**src/rtl/sha256_padder.sv**
```systemverilog
// sha256_padder: FIPS 180-4 message padder and block sequencer.
// Turns a 32-bit valid/ready word stream into 512-bit sha256 blocks.
//
// Ports:
//   clk, rst_n           clock, asynchronous active-low reset
//   sha224_mode_i        digest mode, sampled on the first beat
//   s_data_i, s_bytes_i, s_last_i, s_valid_i, s_ready_o
//                        message word stream, first byte in [31:24]
//   core_ready_i, core_digest_valid_i
//                        status from the sha256 core
//   block_o, init_o, next_o, mode_o
//                        block and start pulses to the core
//   msg_done_o           digest of the final block is valid
//   busy_o               a message is in progress
module sha256_padder #(
    parameter int LEN_W = 32
) (
    input  logic         clk,
    input  logic         rst_n,
    input  logic         sha224_mode_i,
    input  logic [31:0]  s_data_i,
    input  logic [2:0]   s_bytes_i,
    input  logic         s_last_i,
    input  logic         s_valid_i,
    output logic         s_ready_o,
    input  logic         core_ready_i,
    input  logic         core_digest_valid_i,
    output logic [511:0] block_o,
    output logic         init_o,
    output logic         next_o,
    output logic         mode_o,
    output logic         msg_done_o,
    output logic         busy_o
);

    typedef enum logic [1:0] {FILL, PAD, ISSUE, WAIT} state_t;

    state_t           state, state_d;
    logic [511:0]     blk, blk_d;
    logic [3:0]       wcnt, wcnt_d;
    logic [LEN_W-1:0] count, count_d;
    logic             first, first_d;
    logic             fin, fin_d;
    logic             pend80, pend80_d;
    logic             extra, extra_d;
    logic             mode, mode_d;
    logic             busy, busy_d;
    logic             init_q, init_d;
    logic             next_q, next_d;

    logic [3:0]  widx;
    logic [8:0]  wpos;
    logic [63:0] len_bits;
    logic        fits;
    logic        lenok;
    logic [31:0] in_word;
    logic [31:0] pad_word;

    // Keep the valid leading bytes, put 0x80 right after them.
    function automatic logic [31:0] mask_word(
        input logic [31:0] d,
        input logic [2:0]  n
    );
        case (n)
            3'd0:    mask_word = 32'h8000_0000;
            3'd1:    mask_word = {d[31:24], 24'h80_0000};
            3'd2:    mask_word = {d[31:16], 16'h8000};
            3'd3:    mask_word = {d[31:8], 8'h80};
            default: mask_word = d;
        endcase
    endfunction

    assign widx     = 4'd15 - wcnt;
    assign wpos     = {widx, 5'd0};
    assign len_bits = 64'({count, 3'b000});
    // Room for the length after the last data byte and its 0x80.
    assign fits     = count[5:0] <= 6'd55;
    // A pad-only block always carries the length.
    assign lenok    = extra | fits;
    assign in_word  = mask_word(s_data_i, s_bytes_i);

    always_comb begin
        state_d  = state;
        blk_d    = blk;
        wcnt_d   = wcnt;
        count_d  = count;
        first_d  = first;
        fin_d    = fin;
        pend80_d = pend80;
        extra_d  = extra;
        mode_d   = mode;
        busy_d   = busy;
        init_d   = 1'b0;
        next_d   = 1'b0;
        pad_word = 32'h0;
        unique case (state)
            FILL: begin
                if (s_valid_i) begin
                    if (!busy) mode_d = sha224_mode_i;
                    busy_d           = 1'b1;
                    blk_d[wpos +: 32] = in_word;
                    count_d          = count + LEN_W'(s_bytes_i);
                    wcnt_d           = wcnt + 4'd1;
                    pend80_d         = s_last_i && (s_bytes_i >= 3'd4);
                    if (wcnt == 4'd15) begin
                        // Block full: a last beat here leaves a pad-only block.
                        state_d = ISSUE;
                        fin_d   = 1'b0;
                        extra_d = s_last_i;
                    end else if (s_last_i) begin
                        state_d = PAD;
                    end
                end
            end
            PAD: begin
                if (pend80) pad_word = 32'h8000_0000;
                if (lenok && wcnt == 4'd14) pad_word = len_bits[63:32];
                if (lenok && wcnt == 4'd15) pad_word = len_bits[31:0];
                pend80_d          = 1'b0;
                blk_d[wpos +: 32] = pad_word;
                wcnt_d            = wcnt + 4'd1;
                if (wcnt == 4'd15) begin
                    state_d = ISSUE;
                    fin_d   = lenok;
                    extra_d = !lenok;
                end
            end
            ISSUE: begin
                if (core_ready_i) begin
                    init_d  = first;
                    next_d  = !first;
                    first_d = 1'b0;
                    state_d = WAIT;
                end
            end
            WAIT: begin
                if (core_digest_valid_i) begin
                    wcnt_d = 4'd0;
                    if (fin) begin
                        busy_d  = 1'b0;
                        first_d = 1'b1;
                        count_d = '0;
                        state_d = FILL;
                    end else begin
                        state_d = extra ? PAD : FILL;
                    end
                end
            end
            default: state_d = FILL;
        endcase
    end

    always_ff @(posedge clk or negedge rst_n) begin
        if (!rst_n) begin
            state  <= FILL;
            blk    <= '0;
            wcnt   <= '0;
            count  <= '0;
            first  <= 1'b1;
            fin    <= 1'b0;
            pend80 <= 1'b0;
            extra  <= 1'b0;
            mode   <= 1'b0;
            busy   <= 1'b0;
            init_q <= 1'b0;
            next_q <= 1'b0;
        end else begin
            state  <= state_d;
            blk    <= blk_d;
            wcnt   <= wcnt_d;
            count  <= count_d;
            first  <= first_d;
            fin    <= fin_d;
            pend80 <= pend80_d;
            extra  <= extra_d;
            mode   <= mode_d;
            busy   <= busy_d;
            init_q <= init_d;
            next_q <= next_d;
        end
    end

    assign s_ready_o  = state == FILL;
    assign block_o    = blk;
    assign init_o     = init_q;
    assign next_o     = next_q;
    assign mode_o     = mode;
    assign busy_o     = busy;
    assign msg_done_o = (state == WAIT) && core_digest_valid_i && fin;

endmodule

```
**config.mk**
```make
export PLATFORM = sky130hd
export DESIGN_NAME = sha256_padder
export DESIGN_NICKNAME = d
export VERILOG_FILES = /design/src/rtl/sha256_padder.sv
export SDC_FILE = /design/constraint.sdc
export NUM_CORES = 1
export LEC_CHECK = 0
export ABC_AREA = 1
export CORE_MARGIN = 2
export CORE_UTILIZATION = 40
export DETAILED_ROUTE_END_ITERATION = 8
export PLACE_DENSITY = 0.7
export SYNTH_ARGS = -nofsm -noshare
export SYNTH_HDL_FRONTEND = slang
export SYNTH_SLANG_ARGS = --single-unit
```
**constraint.sdc**
```tcl
create_clock -name clk -period 4.8 [get_ports clk]
set_input_delay 1.44 -clock clk [delete_from_list [all_inputs] [get_ports clk]]
set_output_delay 1.44 -clock clk [all_outputs]
set_load 0.1 [all_outputs]
```
; ---- Word-level counts from Yosys, hierarchy flattened
; Cells that the tools add are included.
[word_totals]
ff_bits = 558
inputBits = 42
out_inout_bits = 518
word_cells = 105
[op_classes]
n_addsub = 4
magnitude_cmp = 2
eq_ne = 15
n_shift = 3
muxes = 47
n_bitwise = 2
n_reduce_logical = 20
[ops]
columns = op, count
row1 = bitwise mux 512 bit, 2
row2 = one-hot mux 512 bit (2 select lines), 1
row3 = indexed part select 32 x 11 -> 512 bit, 2
row4 = 2-to-1 mux 512 bit, 1
row5 = variable shift 32 x 11 -> 512 bit (first input constant), 1
row6 = 2-to-1 mux 32 bit, 7
row7 = one-hot mux 32 bit (4 select lines), 1
row8 = one-hot mux 32 bit (2 select lines), 1
row9 = adder 32 x 3 -> 32 bit, 1
row10 = 2-to-1 mux 1 bit, 19
row11 = 2-to-1 mux 2 bit, 6
row12 = one-hot mux 4 bit (3 select lines), 1
row13 = AND reduction 4 bit, 3
row14 = negator 9 -> 11 bit, 1
row15 = != test 2 bit (second input constant), 5
row16 = one-hot mux 1 bit (2 select lines), 5
row17 = equality test 4 bit (second input constant), 2
row18 = 2-to-1 mux 4 bit, 2
row19 = one-hot mux 2 bit (4 select lines), 1
row20 = equality test 3 x 2 -> 1 bit (second input constant), 2
row21 = less-or-equal comparator 6 bit (second input constant), 1
row22 = AND reduction 3 bit, 2
row23 = nonzero test 2 bit, 3
row24 = logical AND 1 bit, 5
row25 = 16 further kinds, 18

; ---- Longest topological paths before layout
; Gate-level depths: netlist of run 1.
[logic_depth]
ltp_word = 9
ltp_mapped = 15
depth_no_buf = 12

; ---- Worst setup path before layout of run 1
; OpenSTA, ideal clock, no wires.
[synth_timing]
path_type = input-to-output
startpoint = in core_digest_valid_i
endpoint = out msg_done_o
t_arrival_ns = 3.568
t_required_ns = 3.360
setup_slack_ns = -0.208
cell_stages = 2
n_path_buf = 0
cell_sequence = inv_1 -> nor3_1
[synth_via]
elab_chain_len = 2
[synth_lines]
columns = item, line_no
row1 = from (decl), 27  ; input logic core_digest_valid_i,
row2 = logical AND 1 bit (2 in series), 189  ; assign msg_done_o = (state == WAIT) && core_digest_valid_i && fin;
row3 = to (decl), 32  ; output logic msg_done_o,
; No other way between the ends.

; ---- Worst setup path after layout of run 1
; Same ends and word-level chain as after synthesis.

==> impl_results.md, run 1 <==
* Initial core utilization at 0.403
* Row cnt at 91
* GPL Wtd Cong at 0.943
* Distinct cells, synth at 45
* Max incr delay on CP at about 0.5 ns
* Routed WL per cell at about 24 µm
* IO Pins at 560
* Top post-synthesis cells by area: dfrtp_1 56%, nand2_1 13%, nor2_1 4.9%
* Fmax at 0.252 GHz
* Largest net degree at the start of global routing at ~190
* Critical path endpoint category: output port
* Post-synth top cells: 826 x nand2_1, 557 x dfrtp_1, 325 x nor2_1
* Die X at approximately 250 µm
* Root Driver: clkbuf_16
* First-pass GRT wire length at roughly 150000 µm
* Worst min-delay path category: flip-flop to flip-flop
* CP max stage cell: clkdlybuf4s50_1
* DRC viols at 0
* Slew HR at 0.176
* Critical path arrival at between 2 and 3 ns
* Synth Net Count at 2978
* Endpoints failing hold at 0
* Nets@finish at ~3500
* R2R setup slack at roughly 0.96 ns
* Synth Register Bits at 558
* Period utilization at 0.827
* Skew-Pair Late Insertion Delay at roughly 0.65 ns
* Htree depth at 2
* Synth async-reset ratio at 1.00
* Drt pass-1 iters at 6
* Clock tree buffer depth at 3
* Critical path class: primary input to output port
* Hold wc startpoint: block_o[63]
* # resized after CTS at 0
* Worst setup SP type: primary input
* Worst r2r dst: block_o[379]
* Syn Inst Count at 2925
* Total CTS buffers at 60
* Area of the multi-input gates at ~9400 µm²
* Number of global-route vias before repair at 21900
* Fin crit period at approximately 4 ns
* Port Buffers at about 560
* Max cap viols at 0
* Max Slew Vio Count at 0
* Final Setup Violations at 0
* Setup_tns at 0 ns
* Clock-pin transition on the worst setup and hold timing paths at ~0.060 ns
* Synth warn at 0
* Yosys top cell by area: dfrtp_1
* Vias per cell at ~5.5
* CP Max Fanout at 3
* Syn avg cell area at between 8 and 9 µm²
* Initial antenna violation count at 9
* Fill cell count at 5622
* Die ar. at 63900 µm²
* Clock sinks at between 500 and 600
* Fraction of layout cells with a size suffix above 1 at 0.0674
* DRT antenna net count at 0
* Worst Setup EP: msg_done_o
* Worst setup startpoint: core_digest_valid_i
* Starting DRT DRC Count at roughly 2500
* Synth Flop Type: dfrtp_1
* Reg2reg start: wcnt[1]
* CP required at between 3 and 4 ns
* CTS tree: done
* Number of flops mapped to enable cells by yosys at 0
* Most numerous cell in the Yosys netlist: nand2_1
* GRT Total Usage at 0.313
* Reg2Reg Depth at 11
* Die Ht at 253 µm
* WL final at a little over 100000 µm
* Register area share after synthesis at 0.564
* Post-Synthesis Cell Area at 24800 µm²
* Hpwl dp at 75200 µm
* Postcts setup bufs at 0
* Clk_skew at roughly 0.038 ns
* Routed via count at 23300
* Post-synth top area share at 0.563
* Worst-Margin Slew at approximately 1.2 ns
* RSZ-0062 raised after global routing: false
* Core area at 61500 µm²
* Status: finished clean
* FF+latch area at roughly 14000 µm²
* Crit path cell chain: clkdlybuf4s50_1, inv_1, nor3_2, buf_12
* Hold_buf cts at 0
* Area growth syn-to-layout at 33.8%
* Grt ovf at 0
==> metal layers <==
metal / up-vias / track usage / routed length, µm
met5: - / 0 / 219
met4: 16 / 0.164 / 6260
met3: 263 / 0.0958 / 10700
met2: 1251 / 0.473 / 45100
met1: 11300 / 0.406 / 40500
li1: 10500 / - / -
==> per-stage QoR <==
stage	hold WS (ns)	instances	utilization	instance area, µm²	worst slack (ns)
global route	0.498	4247	0.539	33100	0.762
floorplan	0.452	2925	-	24800	0.690
finish	0.476	4248	0.539	33100	0.831
detailed placement	0.465	4139	0.505	31000	0.457
global placement	0.462	4139	0.505	31000	0.539
CTS	0.481	4246	0.539	33100	0.845
==> how the worst min path moves through the flow <==
stage / to / depth (start not counted)
finish: block_o[63] / 2
global route: block_o[51] / 2
CTS: block_o[63] / 2
detailed placement: block_o[175] / 2
global placement: block_o[385] / 2
floorplan: pend80 / 2
==> sequential cells by signal, indices dropped and copies added (netlist names), 2 cells and up <==
name,count
block_o,512
count,32
state,2
wcnt,4
==> cell families after synthesis <==
family	share of synthesized area
simple gates	0.246
xor+xnor	0.00106
buf+inv	0.0601
fa+ha+maj	0.00586
compound gates	0.111
mux	0.0123
flops	0.564
==> cell usage in the layout (no fill, tap or decap), types with 51 or more instances in the layout <==
cell type	count
clkbuf_16	61
nand3_1	192
clkdlybuf4s50_1	551
nor2_1	325
inv_1	161
nand2_1	826
o21ai_0	217
o21ai_1	77
nand4_1	51
a21oi_1	97
dfrtp_1	557
==> critical path, delay by kind of cell <==
kind	cells	cell delay (ns)
buffers and inverters	3	0.79
and+or+nand+nor	1	0.29
==> area by class of cell <==
cell class                 count  share of cell area
inverter                     182              0.0209
clock buffer                  82              0.0527
timing repair buffer         603               0.182
tap                          790              0.0298
clock inverter                25              0.0105
sequential                   558               0.422
antenna                        2            0.000151
multi-input combinational   2006               0.283
Power of run 1 is left out: the tool's default activity adds up to more than one toggle a clock period on the data nets, which glitch-free logic cannot reach.
==> inputs of run 2 (changes only) <==
==> constraint.sdc (replaced) <==
create_clock -name clk -period 3.7 [get_ports clk]
set_input_delay 1.11 -clock clk [delete_from_list [all_inputs] [get_ports clk]]
set_output_delay 1.11 -clock clk [all_outputs]
set_load 0.1 [all_outputs]
==> run 2 against run 1 <==
Net effect: first-iteration DRC count increased by 17%; non-clock buffer count rose by 37; worst hold slack better by 0.0059 ns; setup slack worse by 0.53 ns; via count is 1.3% higher; sequential share of layout area rose by 1.2 points; final cell count up 0.82%; sequential cell count unchanged; clock skew grew 0.0055 ns; register-to-register slack worse by 0.50 ns; core utilization fell by 1.5 points; clock-buffer cell count up 4; highest routed layer unchanged.
==> impl_results.md, run 2 (synthesized netlist as in run 1, its figures left out) <==
* Status: finished clean (unchanged)
* Htree depth at 2 (unchanged)
* Commonest non-fill, non-tap cell in the layout: nand2_1 (unchanged)
* Row cnt at 91 (unchanged)
* Fmax at a little under 0.3 GHz
* Clock sinks at 558 (unchanged)
* GPL Wtd Cong at 0.965 (was 0.943)
* Root Driver: clkbuf_16 (unchanged)
* Drt pass-1 iters at 5 (was 6)
* Period utilization at 0.918
* DRC viols at 0 (unchanged)
* Nets@finish at 3500 (was 3464)
* GRT Total Usage at 0.317 (was 0.313)
* Postcts setup bufs at 0 (unchanged)
* Worst hold margin at 0.482 ns (was 0.476 ns)
* Grt ovf at 0 (unchanged)
* Area growth syn-to-layout at 29.9% (was 33.8%)
* Critical path class: primary input to output port (unchanged)
* Number of flip-flops in the largest register at 512 (unchanged)
* Worst setup startpoint: core_digest_valid_i (unchanged)
* Crit path cell chain: clkdlybuf4s50_1, inv_1, nor3_2, buf_12 (unchanged)
* Final Setup Violations at 0 (unchanged)
* Critical path endpoint category: output port (unchanged)
* Initial antenna violation count at 9 (unchanged)
* Clock tree buffer depth at 3 (unchanged)
* Max Slew Vio Count at 0 (unchanged)
* Max incr delay on CP at 0.53 ns (was 0.50 ns)
* RSZ-0062 raised after global routing: false (unchanged)
* Worst setup SP type: primary input (unchanged)
* DRT antenna net count at 0 (unchanged)
* Worst min-delay path category: primary input to asynchronous set/reset pin (was flip-flop to flip-flop)
* Fin crit period at approximately 3.4 ns
* Critical path arrival at 2.29 ns (was 2.53 ns)
* Hpwl dp at 76700 µm (was 75200 µm)
* IO Pins at 560 (unchanged)
* Die X at 253 µm (unchanged)
* Total CTS buffers at 59 (was 60)
* CP required at 2.59 ns (was 3.36 ns)
* Clock-pin transition on the worst setup and hold timing paths at 0.06 ns (about the same)
* Largest net degree at the start of global routing at 192 (unchanged)
* Routed WL per cell at 24.2 µm (about the same)
* CTS tree: done (unchanged)
* Routed via count at 23600 (was 23300)
* Hold_buf cts at 0 (unchanged)
* Clk_skew at 0.0439 ns (was 0.0383 ns)
* Fraction of layout cells with a size suffix above 1 at 0.222 (was 0.0674)
* Endpoints failing hold at 0 (unchanged)
* Die ar. at 63900 µm² (unchanged)
* CP max stage cell: clkdlybuf4s50_1 (unchanged)
* Setup_tns at 0 ns (unchanged)
* Skew-Pair Late Insertion Delay at 0.66 ns (was 0.65 ns)
* Initial core utilization at 0.403 (unchanged)
* CP Max Fanout at 3 (unchanged)
* # resized after CTS at 0 (unchanged)
* Number of global-route vias before repair at 21900 (about the same)
* WL final at 104000 µm (was 103000 µm)
* Max cap viols at 0 (unchanged)
* Starting DRT DRC Count at 2939 (was 2522)
* Vias per cell at 5.51 (was 5.49)
* Core area at 61500 µm² (unchanged)
* First-pass GRT wire length at 151000 µm (was 148000 µm)
* Worst-Margin Slew at 1.07 ns (was 1.23 ns)
* Port Buffers at 559 (unchanged)
* Reg2reg start: wcnt[1] (unchanged)
* Commonest non-fill, non-tap cells in the layout: 826 x nand2_1, 579 x buf_4, 557 x dfrtp_1 (was 826 x nand2_1, 557 x dfrtp_1, 551 x clkdlybuf4s50_1)
* Die Ht at 253 µm (unchanged)
* Slew HR at 0.289 (was 0.176)
-- run 2: cell types whose count changed in the layout (fill, tap and decap cells not counted), moves of 2 or more --
cell | before | now
clkbuf_8 | 14 | 17
buf_12 | 8 | 20
bufinv_16 | 7 | 4
nor4_2 | 2 | 0
clkbuf_16 | 61 | 59
clkdlybuf4s50_1 | 551 | 40
clkinv_2 | 12 | 10
nor4_1 | 8 | 10
buf_4 | 43 | 579
clkbuf_1 | 7 | 10
-- run 2: worst paths after layout --
check / end / slack (ns) / cells past startpoint
max: msg_done_o / 0.30 / 4
min: block_o[281] / 0.48 / 1
max reg2reg: block_o[404] / 0.46 / 9
min reg2reg: block_o[402] / 0.48 / 2
max in group asynchronous: first / 2.36 / 2
min in group clk: block_o[402] / 0.48 / 2
-- run 2: final cells by class --
class                   count  area (µm²)
fillers                  5700       29300
flip-flops and latches    558       14000
multi-input cells        2006        9360
repair buffers            640        5160
clock buffers              86        1750
well taps                 790         988
inverters                 182         693
clock inverters            20         262
diodes                      1        2.50
-- run 2: critical path, delay by kind of cell --
family | cells | cell delay (ns)
AND/OR/NAND/NOR | 1 | 0.33
buffers and inverters | 3 | 0.83
-- run 2: metal layers --
layer / track usage / vias up / part of all wire
li1: - / 10600 / -
met1: 0.424 / 11600 / 0.40
met2: 0.485 / 1176 / 0.45
met3: 0.0890 / 241 / 0.099
met4: 0.134 / 18 / 0.049
met5: 0 / - / 0.0013
-- run 2: through the flow --
stage	instances	setup slack, ns	cell area (µm²)	util
2_1_floorplan	2925	0.181	24800	-
3_3_place_gp	4176	0.139	30200	0.491
3_5_place_dp	4176	0.146	30200	0.491
4_1_cts	4282	0.321	32200	0.523
5_1_grt	4282	0.210	32200	0.523
6_report	4283	0.304	32200	0.523
Power of run 2 is left out for the same reason.
